## config.mk

```make
export PLATFORM = sky130hd
export DESIGN_NAME = fdct_zigzag_buf_flat
export DESIGN_NICKNAME = d
export VERILOG_FILES = /design/src/rtl/jpeg_enc_pkg.sv /design/src/rtl/fdct_zigzag_buf_if.sv /design/src/rtl/zz_bank_ctrl.sv /design/src/rtl/fdct_zigzag_buf.sv /design/src/flat_wrapper.sv
export SDC_FILE = /design/constraint.sdc
export NUM_CORES = 2
export LEC_CHECK = 0
export BUFFER_PORTS_ARGS = -buffer_cell sky130_fd_sc_hd__buf_4
export CORE_ASPECT_RATIO = 1.25
export CORE_MARGIN = 3
export CORE_UTILIZATION = 32
export DETAILED_ROUTE_END_ITERATION = 12
export HOLD_SLACK_MARGIN = 0.05
export PLACE_DENSITY = 0.44
export SLEW_MARGIN = 20
export SYNTH_ARGS = -nofsm -noshare
export SYNTH_HDL_FRONTEND = slang
export SYNTH_SLANG_ARGS = --single-unit
```

## constraint.sdc

```tcl
create_clock -name clk -period 7.3 [get_ports clk]
set_input_delay 1.46 -clock clk [delete_from_list [all_inputs] [get_ports clk]]
set_output_delay 1.46 -clock clk [all_outputs]
set_load 0.005 [all_outputs]
```

## src/rtl/jpeg_enc_pkg.sv

```systemverilog
// rtl/jpeg_enc_pkg.sv - shared JPEG encoder types, zig-zag table and bank-state helper
package jpeg_enc_pkg;

  localparam int COEF_DW = 12;
  localparam int BLK_LEN = 64;

  typedef logic signed [COEF_DW-1:0] coef_t;

  typedef enum logic [1:0] {
    EMPTY    = 2'd0,
    FILLING  = 2'd1,
    FULL     = 2'd2,
    DRAINING = 2'd3
  } bank_state_e;

  // Zig-zag position -> raster address within an 8x8 block
  localparam logic [5:0] ZZ_LUT [BLK_LEN] = '{
    6'd0,  6'd1,  6'd8,  6'd16, 6'd9,  6'd2,  6'd3,  6'd10,
    6'd17, 6'd24, 6'd32, 6'd25, 6'd18, 6'd11, 6'd4,  6'd5,
    6'd12, 6'd19, 6'd26, 6'd33, 6'd40, 6'd48, 6'd41, 6'd34,
    6'd27, 6'd20, 6'd13, 6'd6,  6'd7,  6'd14, 6'd21, 6'd28,
    6'd35, 6'd42, 6'd49, 6'd56, 6'd57, 6'd50, 6'd43, 6'd36,
    6'd29, 6'd22, 6'd15, 6'd23, 6'd30, 6'd37, 6'd44, 6'd51,
    6'd58, 6'd59, 6'd52, 6'd45, 6'd38, 6'd31, 6'd39, 6'd46,
    6'd53, 6'd60, 6'd61, 6'd54, 6'd47, 6'd55, 6'd62, 6'd63
  };

  // A bank is never written and read in the same cycle, so at most one hit applies.
  function automatic bank_state_e bank_next(
    input bank_state_e cur,
    input logic        wr_hit,
    input logic        wr_done,
    input logic        rd_hit,
    input logic        rd_done
  );
    bank_state_e nxt;
    nxt = cur;
    if (wr_hit) nxt = wr_done ? FULL : FILLING;
    if (rd_hit) nxt = rd_done ? EMPTY : DRAINING;
    return nxt;
  endfunction

endpackage

```

## src/rtl/fdct_zigzag_buf_if.sv

```systemverilog
// rtl/fdct_zigzag_buf_if.sv - raster-in / zig-zag-out coefficient stream bundle
interface fdct_zigzag_buf_if #(
  parameter int DW = 12
);

  logic                 in_valid;
  logic                 in_ready;
  logic                 in_sof;
  logic signed [DW-1:0] in_data;
  logic                 out_valid;
  logic                 out_ready;
  logic                 out_sof;
  logic signed [DW-1:0] out_data;
  logic                 sync_err;

  modport master (
    output in_valid, in_sof, in_data, out_ready,
    input  in_ready, out_valid, out_sof, out_data, sync_err
  );

  modport slave (
    input  in_valid, in_sof, in_data, out_ready,
    output in_ready, out_valid, out_sof, out_data, sync_err
  );

endinterface

```

## src/rtl/zz_bank_ctrl.sv

```systemverilog
// rtl/zz_bank_ctrl.sv - block index, bank select and end-of-block wrap for one side of the ping-pong buffer
module zz_bank_ctrl
  import jpeg_enc_pkg::*;
(
  input  logic       clk,
  input  logic       rst,
  input  logic       adv,
  input  logic       restart,
  output logic [5:0] idx,
  output logic       bank,
  output logic       done
);

  logic at_last;

  assign at_last = (idx == 6'(BLK_LEN - 1));
  assign done    = adv & ~restart & at_last;

  // restart keeps the bank: the resync datum lands at index 0 of the same bank
  always_ff @(posedge clk or posedge rst) begin
    if (rst) begin
      idx  <= '0;
      bank <= 1'b0;
    end else if (restart) begin
      idx  <= 6'd1;
    end else if (adv) begin
      idx <= idx + 6'd1;
      if (at_last) bank <= ~bank;
    end
  end

endmodule

```

## src/rtl/fdct_zigzag_buf.sv

```systemverilog
// rtl/fdct_zigzag_buf.sv - ping-pong 8x8 coefficient buffer, raster order in, zig-zag order out
module fdct_zigzag_buf
  import jpeg_enc_pkg::*;
#(
  parameter int DW    = COEF_DW,
  parameter int NBANK = 2
) (
  input logic              clk,
  input logic              rst,
  fdct_zigzag_buf_if.slave bus
);

  if (NBANK != 2) begin : g_nbank_check
    $error("fdct_zigzag_buf: NBANK must be 2");
  end

  bank_state_e   bstate [NBANK];
  logic [DW-1:0] mem    [NBANK][BLK_LEN];

  logic [5:0]    wr_idx;
  logic [5:0]    rd_idx;
  logic [5:0]    wr_addr;
  logic          wr_bank;
  logic          rd_bank;
  logic          wr_done;
  logic          rd_done;
  logic          wr_xfer;
  logic          rd_xfer;
  logic          wr_resync;
  logic [DW-1:0] rd_word;
  logic [DW-1:0] hold;
  logic          sync_err_q;

  // Handshakes depend only on registered bank state, never on the other side's valid/ready
  assign bus.in_ready  = (bstate[wr_bank] == EMPTY) || (bstate[wr_bank] == FILLING);
  assign bus.out_valid = (bstate[rd_bank] == FULL)  || (bstate[rd_bank] == DRAINING);

  assign wr_xfer   = bus.in_valid & bus.in_ready;
  assign wr_resync = wr_xfer & bus.in_sof & (wr_idx != 6'd0);
  assign wr_addr   = wr_resync ? 6'd0 : wr_idx;
  assign rd_xfer   = bus.out_valid & bus.out_ready;

  assign rd_word      = mem[rd_bank][ZZ_LUT[rd_idx]];
  assign bus.out_data = bus.out_valid ? rd_word : hold;
  assign bus.out_sof  = bus.out_valid & (rd_idx == 6'd0);
  assign bus.sync_err = sync_err_q;

  zz_bank_ctrl u_wr_ctrl (
    .clk     (clk),
    .rst     (rst),
    .adv     (wr_xfer),
    .restart (wr_resync),
    .idx     (wr_idx),
    .bank    (wr_bank),
    .done    (wr_done)
  );

  zz_bank_ctrl u_rd_ctrl (
    .clk     (clk),
    .rst     (rst),
    .adv     (rd_xfer),
    .restart (1'b0),
    .idx     (rd_idx),
    .bank    (rd_bank),
    .done    (rd_done)
  );

  always_ff @(posedge clk) begin
    if (wr_xfer) mem[wr_bank][wr_addr] <= bus.in_data;
  end

  // hold keeps out_data at the last delivered coefficient while no bank is readable
  always_ff @(posedge clk or posedge rst) begin
    if (rst) begin
      for (int b = 0; b < NBANK; b++) bstate[b] <= EMPTY;
      hold       <= '0;
      sync_err_q <= 1'b0;
    end else begin
      sync_err_q <= wr_resync;
      if (rd_xfer) hold <= rd_word;
      for (int b = 0; b < NBANK; b++) begin
        bstate[b] <= bank_next(bstate[b],
                               wr_xfer && (wr_bank == 1'(b)), wr_done,
                               rd_xfer && (rd_bank == 1'(b)), rd_done);
      end
    end
  end

endmodule

```

## src/flat_wrapper.sv

```systemverilog
// flat-port wrapper written by rule: the top's interface ports become plain ports
module fdct_zigzag_buf_flat import jpeg_enc_pkg::*;
#(
  parameter int DW    = COEF_DW,
  parameter int NBANK = 2
)
  (clk, rst, bus_in_valid, bus_in_sof, bus_in_data, bus_out_ready, bus_in_ready, bus_out_valid, bus_out_sof, bus_out_data, bus_sync_err);
  fdct_zigzag_buf_if #(.DW(DW)) bus_i ();
  input logic clk;
  input logic rst;
  input wire logic [$bits(bus_i.in_valid)-1:0] bus_in_valid;
  input wire logic [$bits(bus_i.in_sof)-1:0] bus_in_sof;
  input wire logic [$bits(bus_i.in_data)-1:0] bus_in_data;
  input wire logic [$bits(bus_i.out_ready)-1:0] bus_out_ready;
  output wire logic [$bits(bus_i.in_ready)-1:0] bus_in_ready;
  output wire logic [$bits(bus_i.out_valid)-1:0] bus_out_valid;
  output wire logic [$bits(bus_i.out_sof)-1:0] bus_out_sof;
  output wire logic [$bits(bus_i.out_data)-1:0] bus_out_data;
  output wire logic [$bits(bus_i.sync_err)-1:0] bus_sync_err;
  assign bus_i.in_valid = bus_in_valid;
  assign bus_i.in_sof = bus_in_sof;
  assign bus_i.in_data = bus_in_data;
  assign bus_i.out_ready = bus_out_ready;
  assign bus_in_ready = bus_i.in_ready;
  assign bus_out_valid = bus_i.out_valid;
  assign bus_out_sof = bus_i.out_sof;
  assign bus_out_data = bus_i.out_data;
  assign bus_sync_err = bus_i.sync_err;
  fdct_zigzag_buf #(.DW(DW), .NBANK(NBANK)) u_core (.clk(clk), .rst(rst), .bus(bus_i));
endmodule
```

==> run metrics <==
number of fill cells=17300; Initial Util=32.3%; H-tree levels=4; Setup Fix Bufs, Post-CTS=0; RSZ-0062 raised after global routing=false; R2R Setup Slk=2.49 ns; WS Path Type=reg -> out; yosys synthesis warning count=0; Hold Path Class=reg -> reg; post-synthesis sequential area ratio=75.9%; CTS Buf Count=162; grt ovf=0; Tcrit/Tclk final=98.5%; maxcap violations=0; Simple-Gate Fraction of Synth Area=3.69%; core area=191000 um2; R2R depth=13; worst-margin pin slew=1.11 ns; Mapped Area=61700 um2; Net Sw Power=3950 uW; Worst Setup SP=u_core.u_rd_ctrl.idx[0]$_DFFE_PP0P_; die width=399 um; Critical Path, Cell by Cell=inv_1 > ha_1 > nand2b_1 > a311oi_1 > o21ai_4 > nand2_4 > buf_4 > mux4_2 > mux2_2 > o22ai_1 > nor4_1 > a211o_1 > mux2_2 > buf_4; setup tns final=0 ns; maximum buffer depth of the clock tree=3; Req. time, crit path=5.84 ns; Root Driver=clkbuf_16; Final Hold Viols=0; VDD IR max=0.256 mV; CP top delay family=compound AO/OA/AOI/OAI gates; DR vias/cell=5.31; clock network fraction of total power=44.8%; crit path max fanout=21; CP Buf/Inv Count=3; die area=198000 um2; EDFF count, synth=1536; vias in the first global route=32400; site row count=179; post-synthesis mux area share=15.2%; Synth cell types=67; compound-gate portion of the synthesized area=3.32%; Starting DRT DRC Count=2958; CTS tree=built; WL per Instance=30.9 um; r2r startpoint=u_core.u_rd_ctrl.idx[0]$_DFFE_PP0P_; predominant post-synthesis flop cell=edfxtp_1; P&R area growth vs syn=15.8%; global-route wire length before repair=256 mm; crit path max-delay cell type=dfrtp_2; Boundary Pins=33; ANT nets after route=0; fmax=139 MHz; Synth Register Bits=1565; Die Ht=497 um; GR Util All Layers=18.3%; TritonCTS sink count=1565; ys async rst share=1.85%; largest family of logic cells by synthesized area=multiplexers; DRT Pass-1 Iters=9; antenna violations before repair=8; relative slew slack=25.9%; outcome=complete, no violations; critical path endpoint=bus_out_data[9]; WL final=182 mm; Syn Nets=3062; power per cell area=263 nW/um2; skew final=0.0346 ns; via count=31300; post-synthesis xor/xnor area fraction=0.128%; P_int=14800 uW; Crit path largest cell delay=0.53 ns; area post-placement=66000 um2; Flop pwr share=53.1%; sw frac=21.0%; Comb power frac=2.1%; clk_lat worst skew=0.81 ns; Worst R2R End=u_core.hold[9]$_DFFE_PP0P_; Final HPWL DP=118 mm; Leakage=0.0222 uW; endpoint type of the worst setup path=output port; placed insts=5593; Hold Path Origin=u_core.hold[3]$_DFFE_PP0P_; min Tclk post-route=7.19 ns; PortBufs=32; Clock Pin Slew Worst Setup and Hold Paths=0.06 ns; drc violations=0; fin nets=3257; mean post-synth cell area=20.4 um2; pin count of the biggest net entering global routing=103; critical path depth=14; cell count after synthesis=3028; # setup viols final=0; Final Cell Area=71400 um2; Final Wtd Congestion=0.878; critical path arrival=5.73 ns; Worst setup SP type=flop; Post-Synth Adder-Cell Area=0.345%; final slew viol count=0; Final Non-Filler Cells=5892; share of cells above drive strength 1=27.9%
==> synth_stat cells (3+ instances only) <==
cell	instances	area [um2]
a211o_1	22	193
a211oi_1	23	173
a21oi_1	30	150
a221oi_1	11	96.3
a22o_1	16	140
a31o_2	3	26.3
a31oi_1	21	131
a41oi_1	3	26.3
and2_1	22	138
buf_1	19	71.3
buf_2	65	325
buf_4	11	82.6
clkbuf_1	88	330
dfrtp_1	29	726
edfxtp_1	1536	46100
ha_1	17	213
inv_1	13	48.8
mux2_2	66	743
mux2i_1	37	370
mux4_2	366	8240
nand2_1	97	364
nand2b_1	28	175
nand3_1	26	130
nand4_1	29	181
nand4b_1	16	140
nor2_1	167	627
nor2b_1	16	100
nor3_1	36	180
nor4_1	10	62.6
o211ai_1	6	45.0
o21a_1	15	113
o21ai_0	53	265
o221ai_1	12	105
o22ai_1	44	275
o31ai_1	4	30.0
o32ai_1	14	123
or2_2	6	37.5
or3_1	9	56.3
xnor2_1	5	43.8
xor2_1	4	35.0
==> worst min path at each step <==
| stage | endpoint | slack, ns | depth (start not counted) |
|---|---|---|---|
| after floorplan | u_core.hold[3]$_DFFE_PP0P_ | 0.45 | 2 |
| after detailed placement | u_core.hold[3]$_DFFE_PP0P_ | 0.47 | 2 |
| after CTS | u_core.hold[3]$_DFFE_PP0P_ | 0.48 | 2 |
| final | u_core.hold[3]$_DFFE_PP0P_ | 0.48 | 2 |
| after global placement | u_core.hold[0]$_DFFE_PP0P_ | 0.47 | 2 |
| after global routing | u_core.hold[3]$_DFFE_PP0P_ | 0.53 | 2 |
==> logic make-up after synthesis <==
group / Yosys count
buffers and inverters: 200
muxes: 469
adders and majority gates: 17
DFF: 1565
and+or+nand+nor: 474
AOI/OAI and AO/OA: 294
xor gates and xnor gates: 9
==> what timing repair did <==
| item | in CTS | in global routing |
|---|---|---|
| endpoints found under the setup margin | 9 | 4 |
| hold buffers | 0 | 0 |
| resized for setup | 4 | 4 |
==> sequential cells by signal, summed over array words and instances (netlist names) <==
signal                 flops
u_core.u_rd_ctrl.idx       6
u_core.u_wr_ctrl.idx       6
u_core.u_rd_ctrl.bank      1
u_core.bstate              2
u_core.u_wr_ctrl.bank      1
u_core.bus.sync_err        1
u_core.mem              1536
u_core.hold               12
==> worst register-to-register path, stage by stage, from the launching register on <==
cell and delay, ns:
dfrtp_2 0.53, inv_1 0.24, ha_1 0.48, nand2b_1 0.10, a311oi_1 0.46, o21ai_4 0.14
nand2_4 0.23, buf_4 0.38, mux4_2 0.39, mux2_2 0.32, o22ai_1 0.42, nor4_1 0.22
a211o_1 0.45, mux2_2 0.31
==> final cells by class <==
type | count | area (um2) | area share [%]
clock buffer | 200 | 4310 | 6.03
multi-input combinational | 1263 | 14200 | 19.8
tap | 2534 | 3170 | 4.44
timing repair buffer | 216 | 1800 | 2.52
sequential | 1565 | 46900 | 65.6
inverter | 15 | 56.3 | 0.0788
antenna | 2 | 5.00 | 0.00701
clock inverter | 97 | 1080 | 1.51
==> power groups by stage <==
stage	combinational (uW)	clock, uW	sequential, uW
after detailed placement	406	0	10200
after CTS	407	8640	9970
after floorplan	118	0	10100
after global placement	382	0	10200
after global routing	426	8970	9970
final	399	8420	9970
==> cell usage in the layout, fill, tap and decap left out, drive strengths merged, types with 31 or more instances in the layout <==
| master | count |
|---|---|
| clkinv | 66 |
| mux4 | 366 |
| edfxtp | 1536 |
| nand2 | 98 |
| buf | 216 |
| nor3 | 36 |
| clkbuf | 200 |
| nor2 | 167 |
| o21ai | 54 |
| a21oi | 31 |
| mux2 | 66 |
| mux2i | 37 |
| o22ai | 44 |
==> stage by stage <==
step	hold slack (ns)	setup WS, ns	total power (uW)	util (%)
finish	0.485	0.111	18800	37.4
global placement	0.466	0.880	10500	34.5
CTS	0.483	0.0841	19000	37.4
detailed placement	0.470	0.809	10600	34.6
floorplan	0.449	2.34	10200	-
global route	0.526	0.00981	19400	37.4
==> metal layers <==
metal | up-vias | global-route usage (%) | wire length [um]
li1 | 13000 | - | -
met1 | 17100 | 23.5 | 73800
met2 | 989 | 31.3 | 92700
met3 | 271 | 2.99 | 8950
met4 | 0 | 6.42 | 6410
met5 | - | 0 | 0
No activity file was read; power rests on OpenSTA's default activity.
